<file path="config.mk">
export PLATFORM = sky130hd
export DESIGN_NAME = pe_spad_loader
export DESIGN_NICKNAME = d
export VERILOG_FILES = /design/src/rtl/pe_spad_loader.sv
export SDC_FILE = /design/constraint.sdc
export NUM_CORES = 1
export LEC_CHECK = 0
export CORE_UTILIZATION = 45
export DETAILED_ROUTE_END_ITERATION = 6
export HOLD_SLACK_MARGIN = 0.12
export PLACE_DENSITY = 0.68
export SYNTH_ARGS = -nofsm -noshare
export SYNTH_HDL_FRONTEND = slang
export SYNTH_SLANG_ARGS = --single-unit
export TNS_END_PERCENT = 20
</file>
<file path="constraint.sdc">
create_clock -name clk -period 5.1 [get_ports clk]
set_input_delay 0.51 -clock clk [delete_from_list [all_inputs] [get_ports clk]]
set_output_delay 0.51 -clock clk [all_outputs]
set_load 0.005 [all_outputs]
</file>
<file path="src/rtl/pe_spad_loader.sv">
// PE scratchpad loader: steers depacketized words into per-row filter/ifmap
// scratchpads and hands complete timesteps to the MAC datapath.
module pe_spad_loader #(
  parameter int unsigned DATA_WIDTH = 24,
  parameter int unsigned ROW_BITS   = 2,
  parameter int unsigned NUM_ROWS   = 3
) (
  input  logic                  clk,
  input  logic                  reset,
  input  logic                  in_valid,
  output logic                  in_ready,
  input  logic [DATA_WIDTH-1:0] in_data,
  input  logic [ROW_BITS-1:0]   in_row,
  input  logic                  in_ifmapb_filter,
  input  logic                  in_timestep,
  input  logic [ROW_BITS-1:0]   rd_row,
  output logic [DATA_WIDTH-1:0] filt_rdata,
  output logic [DATA_WIDTH-1:0] ifmap_rdata,
  output logic                  start,
  input  logic                  pe_done,
  output logic                  busy,
  output logic                  cur_timestep,
  output logic                  err
);

  localparam int unsigned      CMP_W     = ROW_BITS + 1;
  localparam logic [CMP_W-1:0] ROW_LIMIT = CMP_W'(NUM_ROWS);

  typedef enum logic [1:0] {
    ST_LOAD  = 2'd0,
    ST_START = 2'd1,
    ST_BUSY  = 2'd2
  } state_t;

  state_t                state;
  logic [NUM_ROWS-1:0]   filt_loaded;
  logic [NUM_ROWS-1:0]   ifmap_loaded;
  logic [DATA_WIDTH-1:0] filt_mem  [NUM_ROWS];
  logic [DATA_WIDTH-1:0] ifmap_mem [NUM_ROWS];

  logic                  beat;
  logic                  row_ok;
  logic                  filt_wr;
  logic                  ifmap_wr;
  logic                  drop;
  logic [NUM_ROWS-1:0]   filt_set;
  logic [NUM_ROWS-1:0]   ifmap_set;
  logic [NUM_ROWS-1:0]   filt_next;
  logic [NUM_ROWS-1:0]   ifmap_next;
  logic                  all_loaded;

  // Beat classification; in_ready is only high in LOAD so writes never land in START/BUSY.
  assign beat       = in_valid & in_ready;
  assign row_ok     = {1'b0, in_row} < ROW_LIMIT;
  assign filt_wr    = beat & in_ifmapb_filter & row_ok;
  assign ifmap_wr   = beat & ~in_ifmapb_filter & row_ok & (in_timestep == cur_timestep);
  assign drop       = beat & ~(filt_wr | ifmap_wr);
  assign filt_set   = filt_wr  ? (NUM_ROWS'(1) << in_row) : '0;
  assign ifmap_set  = ifmap_wr ? (NUM_ROWS'(1) << in_row) : '0;
  assign filt_next  = filt_loaded | filt_set;
  assign ifmap_next = ifmap_loaded | ifmap_set;
  assign all_loaded = (&filt_next) & (&ifmap_next);

  // Scratchpad storage, contents need no reset.
  always_ff @(posedge clk) begin
    for (int unsigned r = 0; r < NUM_ROWS; r++) begin
      if (filt_set[r])  filt_mem[r]  <= in_data;
      if (ifmap_set[r]) ifmap_mem[r] <= in_data;
    end
  end

  // Datapath read ports; rows beyond NUM_ROWS read as zero.
  always_comb begin
    filt_rdata  = '0;
    ifmap_rdata = '0;
    for (int unsigned r = 0; r < NUM_ROWS; r++) begin
      if (rd_row == ROW_BITS'(r)) begin
        filt_rdata  = filt_mem[r];
        ifmap_rdata = ifmap_mem[r];
      end
    end
  end

  // Control FSM with registered handshake/status outputs.
  always_ff @(posedge clk or posedge reset) begin
    if (reset) begin
      state        <= ST_LOAD;
      filt_loaded  <= '0;
      ifmap_loaded <= '0;
      cur_timestep <= 1'b0;
      err          <= 1'b0;
      start        <= 1'b0;
      busy         <= 1'b0;
      in_ready     <= 1'b1;
    end else begin
      case (state)
        ST_LOAD: begin
          filt_loaded  <= filt_next;
          ifmap_loaded <= ifmap_next;
          if (drop) err <= 1'b1;
          if (all_loaded) begin
            state    <= ST_START;
            start    <= 1'b1;
            busy     <= 1'b1;
            in_ready <= 1'b0;
          end
        end
        ST_START: begin
          state <= ST_BUSY;
          start <= 1'b0;
        end
        ST_BUSY: begin
          // Filters persist across timesteps; only ifmap rows reload.
          if (pe_done) begin
            state        <= ST_LOAD;
            ifmap_loaded <= '0;
            cur_timestep <= ~cur_timestep;
            busy         <= 1'b0;
            in_ready     <= 1'b1;
          end
        end
        default: begin
          state    <= ST_LOAD;
          start    <= 1'b0;
          busy     <= 1'b0;
          in_ready <= 1'b1;
        end
      endcase
    end
  end

endmodule

</file>
==> results.yml <==
grt:
  grt_max_degree: 50
  antenna_found_initial: 0
  grt_pass1_wl_mm: 18.0
  grt_overflow_total: 0
  grt_pass1_vias: 3393
  gr-usage-all-layers_pct: 17.4
placed_design:
  dp_hpwl_mm: 6.70
  dpl_cell_area_sq_um: 7060
  portBuffers: 86
  gp_congestion: 0.804
  dp_slack_ps: 1630
critical_path:
  crit_chain: "buf_2 > buf_4 > nor2b_4 > nand2_1 > o21ai_0 > clkdlybuf4s50_1"
  worst_ep_arrival_time_ps: 2900
  critPathKind: "input pin to primary output"
  crit_slowest_cell: "nor2b_4"
  worstReg2RegStart: "cur_timestep"
  crit_path_start: "rd_row[1]"
  crit_fanout: 49
  crit_required_ps: 4590
  endpoint_kind: "primary output"
  setup.worst_path.start_class: "input pin"
  slowest_delay_ps: 1030
floorplan:
  start_util_pct: 46.8
  die_w_microns: 118
  die_h_microns: 118
  core_area_sq_um: 12800
  fp-row-count: 41
  die-area_sq_um: 13800
  io_pins: 87
timing:
  rsz0062_at_grt: "false"
  setup_viol: 0
  min_period_over_period_pct: 66.9
  fmax_mhz: 293
  clock_skew_ps: 7.75
  drv_slew: 0
  final-hold-violation-count: 0
  fin_setup_tns_ps: 0
  min_period_ps: 3410
  max_slew_margin_pct: 22.4
  setup_ws_ps: 1690
  tightest_slew_ps: 1160
route:
  via_per_inst: 5.15
  drtIter0Drc: 154
  ant_nets: 0
  drt-total-wl_mm: 11.4
  wire_per_inst_microns: 17.4
  drc_errors: 0
  dr.pass1.iters: 4
  vias: 3376
clock_tree:
  root_buffer: "clkbuf_16"
  clockBufferDepth: 2
  cts_sinks: 157
  post_cts_buffers: 0
  cts_resized: 0
  tritoncts: "yes"
  cts_hold_buf: 0
  numCtsBuffers: 17
  clk_latency_ps: 410
  htreeDepth: 4
  clkTransAtPathRegs_ps: 60
finish:
  multi_input_area_sq_um: 1260
  regArea_sq_um: 4650
  fill_cells: 984
  drive_gt1_share_pct: 8.90
  final_nets: 504
  antenna_cells: 0
  stdcell_area_sq_um: 7620
  syn2layout_area_growth_pct: 26.8
power_and_ir_drop:
  leakage_nw: 2.67
  peakVddDrop_mv: 0.264
  cellPowerDensity_nw_per_um2: 406
  power_mw: 3.09
yosys:
  synth_area_leader_cell: "edfxtp_1"
  synth.yosys.warnings: 0
  synth_area_leaders: "edfxtp_1, mux2i_1, dfrtp_1"
  synthCells: 375
  synthArstFlopShare_pct: 8.28
  synth_cell_types: 36
  synth_top_area_share_pct: 72.0
  synth_nets: 409
  synth_area_per_cell_sq_um: 16.0
  synth-main-ff-cell: "edfxtp_1"
  ys_ff_latch: 157
  synth_area_sq_um: 6010
  seq_area_frac_synth_pct: 77.4
  synth_edf_count: 144
min_path:
  hold_class: "input pin to asynchronous set/reset pin"
job:
  cap_violations: 0
outcome:
  outcome: "completed"
[area by class of cell]
type	instances	area share (%)
repair buffers	94	12.0
multi-input cells	194	16.5
well taps	172	2.83
inverters	6	0.296
flip-flops and latches	157	61.1
clock buffers	21	5.78
clock inverters	11	1.56
[layout by cell type, fill, tap and decap left out, types with 2 or more instances in the layout]
cell	count
clkbuf_16	17
nand3_1	2
buf_2	2
clkdlybuf4s50_1	84
a41o_1	2
o21ai_0	53
inv_1	6
nor2_1	3
and2_1	3
edfxtp_1	144
and4b_1	2
nand2_1	57
clkinv_4	3
o32ai_1	2
a21oi_1	3
a21o_1	2
clkinv_2	4
clkbuf_1	4
bufinv_16	2
mux2i_1	48
buf_4	8
dfrtp_1	12
[layer usage]
layer / GRT usage (%) / share of wire (%) / vias to the layer above
met5: 0 / 0 / -
met4: 5.93 / 0.47 / 0
met3: 4.51 / 4.2 / 6
met2: 29.0 / 51 / 85
met1: 22.3 / 45 / 1676
li1: - / - / 1609
[flip-flops by register name, summed over array words and instances, names as in the netlist]
signal	count
busy	1
cur_timestep	1
err	1
filt_loaded	3
filt_mem	72
ifmap_loaded	3
ifmap_mem	72
in_ready	1
start	1
state	2
[cell usage after synthesis, types with 3 or more instances]
cell,instances
a21oi_1,3
and2_1,3
buf_2,6
buf_4,4
clkbuf_1,7
dfrtp_1,12
edfxtp_1,144
inv_1,6
mux2i_1,48
nand2_1,57
nor2_1,3
o21ai_0,53
[logic make-up (layout without fill, tap and decap cells)]
family                    Yosys count  in the layout  synth area share (%)
AOI/OAI and AO/OA                  68             68                  6.60
xor gates and xnor gates            2              2                 0.292
buffers and inverters              24            132                  2.00
DFF                               157            157                  77.4
muxes                              48             48                  8.00
and+or+nand+nor                    76             76                  5.71
[worst max-delay path: cells and delay by family]
| family | cells | cell delay, ps |
|---|---|---|
| AO/OA/AOI/OAI | 1 | 160 |
| AND/OR/NAND/NOR | 2 | 1180 |
| buffers and inverters | 3 | 1040 |
[where the power goes]
part,leakage (nW),internal (mW),switching [mW],total [mW]
Clock,0.277,0.718,0.459,1.18
Sequential,1.44,1.49,0.0525,1.54
Combinational,0.960,0.184,0.188,0.372
[final timing paths]
kind | end | slack, ps | cells after the start
worst max-delay path | ifmap_rdata[1] | 1690 | 6
worst min-delay path | start | 430 | 2
worst max register to register | ifmap_mem[0][62] | 2870 | 4
worst min register to register | filt_loaded[0] | 460 | 2
max in group asynchronous | in_ready | 4310 | 2
min in group clk | filt_loaded[0] | 460 | 2
[per-stage QoR]
step / util [%] / instances / hold slack, ps
2_1_floorplan: - / 375 / 386
5_1_grt: 59.4 / 655 / 497
4_1_cts: 59.4 / 655 / 436
3_3_place_gp: 55.0 / 623 / 426
6_report: 59.4 / 655 / 433
3_5_place_dp: 55.0 / 623 / 452
Power figures use the tool's default switching activity.
==> patch (same settings) <==
Register the output `err` once more, with the module's reset; this adds one clock of latency there. The other outputs are not delayed to match.
--- a/src/rtl/pe_spad_loader.sv
+++ b/src/rtl/pe_spad_loader.sv
@@ -31,6 +31,8 @@
     ST_START = 2'd1,
     ST_BUSY  = 2'd2
   } state_t;
+
+  logic err_s0;
 
   state_t                state;
   logic [NUM_ROWS-1:0]   filt_loaded;
@@ -88,7 +90,7 @@
       filt_loaded  <= '0;
       ifmap_loaded <= '0;
       cur_timestep <= 1'b0;
-      err          <= 1'b0;
+      err_s0       <= 1'b0;
       start        <= 1'b0;
       busy         <= 1'b0;
       in_ready     <= 1'b1;
@@ -97,7 +99,7 @@
         ST_LOAD: begin
           filt_loaded  <= filt_next;
           ifmap_loaded <= ifmap_next;
-          if (drop) err <= 1'b1;
+          if (drop) err_s0 <= 1'b1;
           if (all_loaded) begin
             state    <= ST_START;
             start    <= 1'b1;
@@ -129,5 +131,13 @@
     end
   end
 
+  always_ff @(posedge clk or posedge reset) begin
+    if (reset) begin
+      err <= '0;
+    end else begin
+      err <= err_s0;
+    end
+  end
+
 endmodule
 
Function: changed (Yosys sat finds a counterexample within 4 cycles, from zero or initial values and one cycle with reset high).
==> patch against the unedited design <==
  * Sequential cell count increased by 1
  * Final area increased by 0.54%
  * Final cell count unchanged
  * Global-route usage increased by 0.75 points
  * Routed wire length increased by 3.8%
  * Critical path depth decreased by 1
  * Worst setup slack improved by 0.015 ns
  * Count of clock-buffer cells in the layout decreased by 2
  * Synthesized area increased by 0.42%
  * Power increased by 2.2%
==> patch: results (changes against the unedited design) <==
PLACED DESIGN
------------------------------------------------------------------------------------
Routability congestion estimate                                                0.828   was 0.804
Detail Placement HPWL                                                        7.18 mm   was 6.70 mm
Count of input and output buffers                                                 86   unchanged
Place WS                                                                     1.73 ns   was 1.63 ns

ROUTE
------------------------------------------------------------------------------------
Starting DRC count in detailed routing                                           193   was 154
Routed length per instance                                                   18.0 µm   was 17.4 µm

WORST SETUP PATH
------------------------------------------------------------------------------------
Reg2reg start                                                               in_ready   was cur_timestep
Largest incremental delay on the critical path                               1.04 ns
Arr. time, crit path                                                         2.89 ns   was 2.90 ns
R2r worst-path depth                                                               3   was 4
Worst setup slack for register-to-register paths                             2.54 ns   was 2.87 ns
Destination of the worst register-to-register timing path               ifmap_mem[0][31]   was ifmap_mem[0][62]

HOLD PATH
------------------------------------------------------------------------------------
Worst min path class                                                    flip-flop to flip-flop   was input port to async pin

TIMING
------------------------------------------------------------------------------------
Worst hold slack after final layout                                         0.396 ns   was 0.433 ns
Final Skew                                                                0.00671 ns   was 0.00775 ns
Worst-margin pin slew                                                        1.20 ns   was 1.16 ns
Pins Over Slew Limit                                                               0   unchanged

GLOBAL ROUTING
------------------------------------------------------------------------------------
Via count of the first global-routing pass                                      3429   was 3393
Global Route Usage Sum                                                         18.2%   was 17.4%
Wire length of the first global-routing pass                                 18.7 mm   was 18.0 mm

SYNTHESIS
------------------------------------------------------------------------------------
Share of synthesized area occupied by flip-flops and latches                   77.5%   was 77.4%
Leading cell types by count after synthesis                             sky130_fd_sc_hd__edfxtp_1, sky130_fd_sc_hd__nand2_1, sky130_fd_sc_hd__o21ai_0   unchanged
Post-Synthesis Net Count                                                         410   was 409
Main area contributors after synthesis                                  sky130_fd_sc_hd__edfxtp_1, sky130_fd_sc_hd__mux2i_1, sky130_fd_sc_hd__dfrtp_1   unchanged
Share of flip-flops with an asynchronous set or reset after synthesis          8.86%   was 8.28%

FINAL LAYOUT
------------------------------------------------------------------------------------
Filler cell count                                                               1001   was 984

POWER AND IR DROP
------------------------------------------------------------------------------------
Largest vdd supply drop                                                     0.229 mV   was 0.264 mV
Leakage power summed over all cells                                          2.68 nW   was 2.67 nW

OUTCOME
------------------------------------------------------------------------------------
Status                                                                     completed   unchanged

==> patch: power by group <==
group          leakage [nW]  switching, W  internal, W
sequential             1.45     0.0000559      0.00150
combinational         0.956      0.000185     0.000184
clock                 0.274      0.000475     0.000761
total                  2.68      0.000715      0.00244
==> patch: area by class of cell <==
class                      count  area share (%)
sequential                   158            61.1
clock inverter                13            1.93
clock buffer                  19            5.65
timing repair buffer          93            11.8
multi-input combinational    194            16.4
tap                          172            2.81
inverter                       6           0.294
==> patch: worst max path at each step <==
| stage | end | slack, ns | startpoint |
|---|---|---|---|
| 2_1_floorplan | ifmap_loaded[1] | 1.80 | in_row[1] |
| 3_3_place_gp | ifmap_rdata[11] | 1.76 | rd_row[0] |
| 3_5_place_dp | ifmap_rdata[11] | 1.73 | rd_row[0] |
| 4_1_cts | ifmap_rdata[11] | 1.74 | rd_row[0] |
| 5_1_grt | ifmap_rdata[11] | 1.56 | rd_row[0] |
| 6_report | filt_rdata[18] | 1.70 | rd_row[0] |
==> patch: routing by layer <==
metal | vias to the layer above | routed length [µm] | part of all wire (%) | track usage [%]
met5 | - | 0 | 0 | 0
li1 | 1610 | - | - | -
met1 | 1676 | 5340 | 45 | 23.3
met4 | 0 | 204 | 1.7 | 7.61
met2 | 72 | 5880 | 50 | 29.5
met3 | 18 | 395 | 3.3 | 4.46
==> patch: worst reg2reg max path: stages (launching register included) <==
cell	delay, ns
sky130_fd_sc_hd__dfstp_2	0.59
sky130_fd_sc_hd__and4b_1	0.29
sky130_fd_sc_hd__nor3b_2	0.95
sky130_fd_sc_hd__buf_4	0.41
==> patch: metrics by stage <==
stage / cell area [µm²] / cells / total power [W]
floorplan: 6030 / 376 / 0.00177
global placement: 7080 / 623 / 0.00194
detailed placement: 7080 / 623 / 0.00195
CTS: 7660 / 655 / 0.00318
global route: 7660 / 655 / 0.00327
finish: 7660 / 655 / 0.00316
==> patch: cell families (layout without fill, tap and decap cells) <==
family	Yosys count	in the layout	synth area share, %
and+or+nand+nor	76	76	5.68
xor gates and xnor gates	2	2	0.290
muxes	48	48	7.96
DFF	158	158	77.5
buffers and inverters	24	131	1.99
AOI/OAI and AO/OA	68	68	6.57
